## src/rtl/float_combine.sv

```systemverilog
// Rebuilds x = ((1-y)/(1+y)) * 2^n using external float add/sub/div cores.
// n waits in a FIFO until the quotient returns, then the exponent is repacked with saturation.
module float_combine #(
  parameter int C_DATA_WIDTH   = 32,
  parameter int C_FIFO_DEPTH   = 64,
  parameter int C_FLUSH_CYCLES = 64
) (
  input  logic                    clk,
  input  logic                    reset,
  input  logic                    data_in_valid,
  input  logic [C_DATA_WIDTH-1:0] n_in,
  input  logic [C_DATA_WIDTH-1:0] y_in,
  output logic                    dataf_out_valid,
  output logic [C_DATA_WIDTH-1:0] dataf_out,
  output logic [C_DATA_WIDTH-1:0] add_a,
  output logic [C_DATA_WIDTH-1:0] add_b,
  output logic                    add_valid,
  input  logic [C_DATA_WIDTH-1:0] add_result,
  input  logic                    add_rdy,
  output logic [C_DATA_WIDTH-1:0] sub_a,
  output logic [C_DATA_WIDTH-1:0] sub_b,
  output logic                    sub_valid,
  input  logic [C_DATA_WIDTH-1:0] sub_result,
  input  logic                    sub_rdy,
  output logic [C_DATA_WIDTH-1:0] div_a,
  output logic [C_DATA_WIDTH-1:0] div_b,
  output logic                    div_valid,
  input  logic [C_DATA_WIDTH-1:0] div_result,
  input  logic                    div_rdy,
  output logic                    fifo_ovf,
  output logic                    fifo_udf,
  output logic [15:0]             sat_cnt,
  output logic                    flush_active
);

  localparam int AW = $clog2(C_FIFO_DEPTH);
  localparam int FW = $clog2(C_FLUSH_CYCLES + 1);
  localparam int SW = C_DATA_WIDTH + 2;
  localparam logic [C_DATA_WIDTH-1:0] FLOAT_ONE = C_DATA_WIDTH'(32'h3F800000);

  logic [C_DATA_WIDTH-1:0] mem [C_FIFO_DEPTH];
  logic [AW-1:0]           wr_ptr;
  logic [AW-1:0]           rd_ptr;
  logic [AW:0]             count;
  logic [FW-1:0]           flush_cnt;

  logic                    full;
  logic                    empty;
  logic                    pop_req;
  logic                    do_pop;
  logic                    do_push;
  logic [C_DATA_WIDTH-1:0] n_head;
  logic                    q_sign;
  logic [7:0]              q_exp;
  logic [22:0]             q_frac;
  logic signed [SW-1:0]    exp_sum;
  logic [C_DATA_WIDTH-1:0] pack_word;
  logic                    pack_sat;

  assign add_a     = FLOAT_ONE;
  assign sub_a     = FLOAT_ONE;
  assign add_b     = y_in;
  assign sub_b     = y_in;
  assign add_valid = data_in_valid;
  assign sub_valid = data_in_valid;
  assign div_a     = sub_result;
  assign div_b     = add_result;
  assign div_valid = sub_rdy & add_rdy;

  assign flush_active = (flush_cnt != '0);

  // A full FIFO still accepts a push when the head leaves in the same cycle.
  always_comb begin
    full    = (count == (AW+1)'(C_FIFO_DEPTH));
    empty   = (count == '0);
    pop_req = div_rdy & ~flush_active;
    do_pop  = pop_req & ~empty;
    do_push = data_in_valid & (~full | pop_req);
    n_head  = empty ? '0 : mem[rd_ptr];
  end

  always_comb begin
    q_sign    = div_result[C_DATA_WIDTH-1];
    q_exp     = div_result[30:23];
    q_frac    = div_result[22:0];
    exp_sum   = $signed({{2{n_head[C_DATA_WIDTH-1]}}, n_head})
              + $signed({{(SW-8){1'b0}}, q_exp});
    pack_word = {q_sign, 8'd0, q_frac};
    pack_sat  = 1'b0;
    if (q_exp == 8'hFF) begin
      pack_word = div_result;
    end else if (q_exp == 8'h00) begin
      pack_word = {q_sign, {(C_DATA_WIDTH-1){1'b0}}};
    end else if (exp_sum >= SW'(255)) begin
      pack_word = {q_sign, 8'hFF, 23'd0};
      pack_sat  = 1'b1;
    end else if (exp_sum <= SW'(0)) begin
      pack_word = {q_sign, {(C_DATA_WIDTH-1){1'b0}}};
      pack_sat  = 1'b1;
    end else begin
      pack_word = {q_sign, exp_sum[7:0], q_frac};
    end
  end

  always_ff @(posedge clk) begin
    if (do_push) mem[wr_ptr] <= n_in;
  end

  always_ff @(posedge clk) begin
    if (reset) begin
      wr_ptr          <= '0;
      rd_ptr          <= '0;
      count           <= '0;
      flush_cnt       <= FW'(C_FLUSH_CYCLES);
      dataf_out_valid <= 1'b0;
      dataf_out       <= '0;
      fifo_ovf        <= 1'b0;
      fifo_udf        <= 1'b0;
      sat_cnt         <= '0;
    end else begin
      if (flush_active) flush_cnt <= flush_cnt - 1'b1;
      if (do_push) wr_ptr <= wr_ptr + 1'b1;
      if (do_pop)  rd_ptr <= rd_ptr + 1'b1;
      count <= count + (AW+1)'(do_push) - (AW+1)'(do_pop);
      if (data_in_valid & full & ~pop_req) fifo_ovf <= 1'b1;
      if (pop_req & empty) fifo_udf <= 1'b1;
      dataf_out_valid <= pop_req;
      if (pop_req) begin
        dataf_out <= pack_word;
        if (pack_sat && sat_cnt != 16'hFFFF) sat_cnt <= sat_cnt + 1'b1;
      end
    end
  end

endmodule

```

## config.mk

```make
export PLATFORM = sky130hd
export DESIGN_NAME = float_combine
export DESIGN_NICKNAME = d
export VERILOG_FILES = /design/src/rtl/float_combine.sv
export SDC_FILE = /design/constraint.sdc
export NUM_CORES = 2
export LEC_CHECK = 0
export BUFFER_PORTS_ARGS = -buffer_cell sky130_fd_sc_hd__buf_2
export CORE_ASPECT_RATIO = 1.4
export CORE_MARGIN = 1.5
export CORE_UTILIZATION = 40
export CTS_CLUSTER_DIAMETER = 100
export CTS_CLUSTER_SIZE = 25
export DETAILED_ROUTE_END_ITERATION = 6
export GPL_ROUTABILITY_DRIVEN = 1
export PLACE_DENSITY = 0.59
export SYNTH_ARGS = -nofsm -noshare
export SYNTH_HDL_FRONTEND = slang
export SYNTH_SLANG_ARGS = --single-unit
```

## constraint.sdc

```tcl
create_clock -name clk -period 9.5 [get_ports clk]
set_clock_uncertainty 0.2 [all_clocks]
set_input_delay 1.9 -clock clk [delete_from_list [all_inputs] [get_ports clk]]
set_output_delay 1.9 -clock clk [all_outputs]
set_load 0.02 [all_outputs]
```

* Word-level counts from Yosys, hierarchy flattened
Memories as Yosys holds them, arrays and structs flattened. A register that Yosys moved wholly into a read port is not among the register bits. Index checks and enable logic that the tools add are counted.
Cells by class: $add $sub $neg 7, order comparisons 2, eq/ne operators 3, multiplexer cells 13, bitwise operators 12, reduce and logical (&&, ||, !) cells 5
Operators with widths (number):
- $mux W31 | 4
- $add A32 B9 Y33 | 1
- $ge A33 B9 Y1 const B | 1
- $le A33 B1 Y1 const B | 1
- $mux W32 | 1
- $add A16 B1 Y16 const B | 1
- $ne A16 B16 Y1 const B | 1
- $add A6 B1 Y6 const B | 2
- $mux W6 | 2
- $eq A8 B8 Y1 const B | 1
- $logic_not A8 Y1 | 1
- $add A7 B1 Y7 | 1
- $and A1 B1 Y1 | 7
- $eq A7 B7 Y1 const B | 1
- $logic_not A7 Y1 | 1
- $reduce_bool A7 Y1 | 1
- $sub A7 B1 Y7 | 1
- $sub A7 B1 Y7 const B | 1
- $mux W1 | 6
- $not A1 Y1 | 4
- $reduce_and A2 Y1 | 1
- $logic_and A1 B1 Y1 | 1
- $or A1 B1 Y1 | 1
Word-level totals: register bits after elaboration 77, bits in writable memories 2048, input bits 166, word-level logic and storage cells 52, memories 1
Memory list:
- mem | depth 64, width 32, rd ports 1, clocked after memory_dff 1, write ports 1, RTL line 41 | logic [C_DATA_WIDTH-1:0] mem [C_FIFO_DEPTH];

* Longest topological paths before layout
word-level depth 10, depth in mapped cells 30

* Worst setup path after synthesis
OpenSTA, ideal clock, no wires.
path type register to register, from register (tool-made name), to register sat_cnt[10], setup time 123 ps, data arrival time 6960 ps, required time 9177 ps, setup slack 2217 ps, stages on the path, launching flop included 31, clock period less this slack 7283 ps, cells stage by stage dfxtp_1 > buf_6 > buf_8 > buf_12 > buf_8 > buf_12 > buf_6 > buf_2 > clkbuf_1 > clkbuf_1 > buf_1 > mux4_2 > mux4_2 > mux2i_1 > a211oi_1 > ha_1 > inv_1 > fa_1 > nor2b_1 > o21ai_0 > a21boi_0 > o21ai_0 > a21boi_0 > nor2_1 > or4_4 > a2111oi_4 > o21ai_2 > nor4_4 > buf_6 > a21oi_1 > mux2_1
RTL lines:
- end signal, assigned | RTL line 130 | if (pack_sat && sat_cnt != 16'hFFFF) sat_cnt <= sat_cnt + 1'b1;
- end, declared | RTL line 32 | output logic [15:0] sat_cnt,

==> flow_summary.toml <==
[cells_and_area]
syn_to_final_growth_pct = 6.88
layout.nets = 4480
drive_gt1_share_pct = 23.4
n_fill_cell = 18200
finalInstanceArea_um2 = 91100

[cts]
clk_path_buf_depth = 3
cts.reportedPaths.clkPinSlew_ps = 100
ctsHtreeMaxLevel = 3
cts_made_buffers = 95
cts_tree = "yes"
cts-root-buf = "clkbuf_16"
cts-resized-gates = 0
clock-sinks = 2131
postCtsSetupRepairBufs = 0
postCtsHoldBufs = 0
clk_latency_ps = 760

[route]
first_pass_iters = 7
ant_nets = 0
wl_um = 273000
wl_per_cell_um = 38.1
drc = 0
first_iter_violations = 5507
dr_total_vias = 43600
vias_per_cell = 6.08

[hold_path]
hp-class = "flop to flop"

[die]
die_width_um = 393
fp.dieH_um = 549
fp-row-count = 200
coreArea_um2 = 212000
start_util_pct = 40.2
io_pins = 413
die_area_um2 = 216000

[logic_synthesis]
yosysMostFrequentCell = "edfxtp_1"
syn_area_per_cell_um2 = 20.0
synth_top_cell_by_area = "edfxtp_1"
synth_ff_type = "edfxtp_1"
synthArstFlopShare_pct = 0
synth-edff-count = 2048
ys_ff_latch = 2131
synth_warnings = 0
ys_types = 102
yosys-top-cells-area = "edfxtp_1 (72%), mux4_2 (13%), buf_4 (2.1%)"
post_synth_inst_count = 4262
yosysSeqAreaShare_pct = 74.1
synth_top_cells_by_count = "edfxtp_1 (2048), mux4_2 (493), buf_4 (237)"
syn_area_um2 = 85200
synth_top_cell_area_share_pct = 72.2

[power_and_ir_drop]
leakage_nw = 27.3
p_per_area_nw_per_um2 = 185
finalPower_w = 0.0169
ir_worst_vdd_mv = 0.132

[worst_setup_path]
cp_max_fo = 35
required_ps = 9950
end_kind = "flop"
worstSetupPathType = "flop to flop"
cpMaxStageDelayCell = "nor4_4"
cp.arrival_ps = 8210
critPathMaxStageDelay_ps = 970
crit_path_start_kind = "flop"
crit_chain = "buf_4, mux4_2, mux4_2, nand2_1, nand3_1, o21ai_0, or2_2, inv_1, ha_1, a21o_1, a21oi_1, o21ai_0, a21o_1, a21oi_1, nor4_1, xnor2_1, nor4_1, a21oi_1, nor4_4, a31oi_2, buf_4, o21ai_0"

[placement]
placed_area_um2 = 88400
place_hpwl_um = 170000
port_buffers = 124
gp_congestion = 0.937

[sta]
setup_viol = 0
hold_viol = 0
whs_ps = 248
post-route-min-period_ps = 7760
fmax_mhz = 129
slew_headroom_pct = 9.72
finalCritPeriodShare_pct = 81.7
tightest_slew_ps = 1350
slew_violations = 0
rsz0062_at_grt = "no"
fin_tns_setup_ps = 0

[grt]
grt-ovfl-total = 0
grtUsageTotal_pct = 25.1
grt_max_degree = 92
grt_pass1_vias = 42700
grt_pass1_wl_um = 367000
antenna_found_initial = 18

[status]
status = "finished clean"

[job]
max_cap_violations = 0
[cell type report]
cell class	count	area, um2	area share, %
Antenna cell	2	5.00	0.00550
Clock buffer	135	2590	2.85
Clock inverter	6	60.1	0.0660
Inverter	35	136	0.150
Multi-Input combinational cell	1753	19700	21.6
Sequential cell	2131	63200	69.4
Tap cell	2828	3540	3.89
Timing Repair Buffer	275	1840	2.02
[logic make-up (layout without fill, tap and decap cells)]
| family | Yosys count | count (layout) | synth area share (%) |
|---|---|---|---|
| multiplexers | 673 | 673 | 15.3 |
| AO/OA/AOI/OAI | 361 | 361 | 2.88 |
| AND/OR/NAND/NOR | 603 | 603 | 3.41 |
| other | 2 | 66 | 0.00881 |
| XOR/XNOR | 29 | 29 | 0.298 |
| adder cells (fa/ha/maj) | 23 | 23 | 0.355 |
| buffers and inverters | 440 | 451 | 3.62 |
| flip-flops | 2131 | 2131 | 74.1 |
[final timing paths]
kind,start,end,slack (ps),depth (start not counted)
hold / removal,dataf_out[8]$_SDFFE_PP0P_,dataf_out[8]$_SDFFE_PP0P_,250,2
setup reg to reg,flop,dataf_out[2]$_SDFFE_PP0P_,1740,22
hold reg to reg,dataf_out[8]$_SDFFE_PP0P_,dataf_out[8]$_SDFFE_PP0P_,250,2
setup / recovery,flop,dataf_out[2]$_SDFFE_PP0P_,1740,22
[critical path: cells and delay by family (launching register included)]
kind	cells	cell delay (ps)
compound gates	9	2210
xor+xnor	1	160
simple gates	6	1760
flops	1	900
fa+ha+maj	1	260
buf+inv	3	1000
mux	2	1100
[metal layers]
layer | wire length, um | share of wire [%] | vias up | global-route usage, %
met2 | 137000 | 50 | 2287 | 42.8
met5 | 104 | 0.038 | - | 0
met1 | 93800 | 34 | 23500 | 29.6
met4 | 20500 | 7.5 | 18 | 15.7
li1 | - | - | 17100 | -
met3 | 21700 | 7.9 | 693 | 3.79
[cells in the final DEF, fill, tap and decap left out, types with 14 or more instances in the layout]
master / netlist / routed
edfxtp_1: 2048 / 2048
mux4_2: 493 / 493
nand2_1: 197 / 197
mux2i_1: 146 / 146
buf_4: 237 / 144
buf_2: 39 / 124
clkbuf_16: 0 / 98
nor2_1: 159 / 90
a21oi_1: 88 / 88
a22oi_1: 83 / 83
dfxtp_1: 83 / 77
nor2_4: 0 / 64
conb_1: 2 / 64
nand3_1: 50 / 50
o21ai_0: 41 / 41
clkbuf_1: 48 / 37
nand4_1: 33 / 33
inv_1: 32 / 29
nor2b_1: 27 / 24
ha_1: 21 / 21
mux2_2: 20 / 20
o22ai_1: 20 / 20
nor3_1: 20 / 20
o21ai_1: 20 / 20
and2_1: 16 / 16
xnor2_1: 15 / 15
and3_1: 14 / 14
xor2_1: 14 / 14
[sequential cells by signal, summed over array words and instances (netlist names), named ones only]
| register | flops |
|---|---|
| dataf_out_valid | 1 |
| mem | 2048 |
| fifo_ovf | 1 |
| sat_cnt | 16 |
| count | 7 |
| wr_ptr | 6 |
| flush_cnt | 7 |
| rd_ptr | 6 |
| fifo_udf | 1 |
| dataf_out | 32 |
[stage by stage]
stage | util, % | setup WS (ps) | instances
6_report | 43.0 | 1740 | 7165
5_1_grt | 43.0 | 1320 | 7164
4_1_cts | 43.0 | 1730 | 7163
3_5_place_dp | 41.7 | 1790 | 7022
3_3_place_gp | 41.7 | 1600 | 7022
2_1_floorplan | - | 2220 | 4324
[report_power, final]
group / switching (W) / internal (W)
sequential: 0.0000499 / 0.0104
clock: 0.00286 / 0.00192
combinational: 0.00110 / 0.000558
total: 0.00401 / 0.0128
Power figures use the tool's default switching activity.
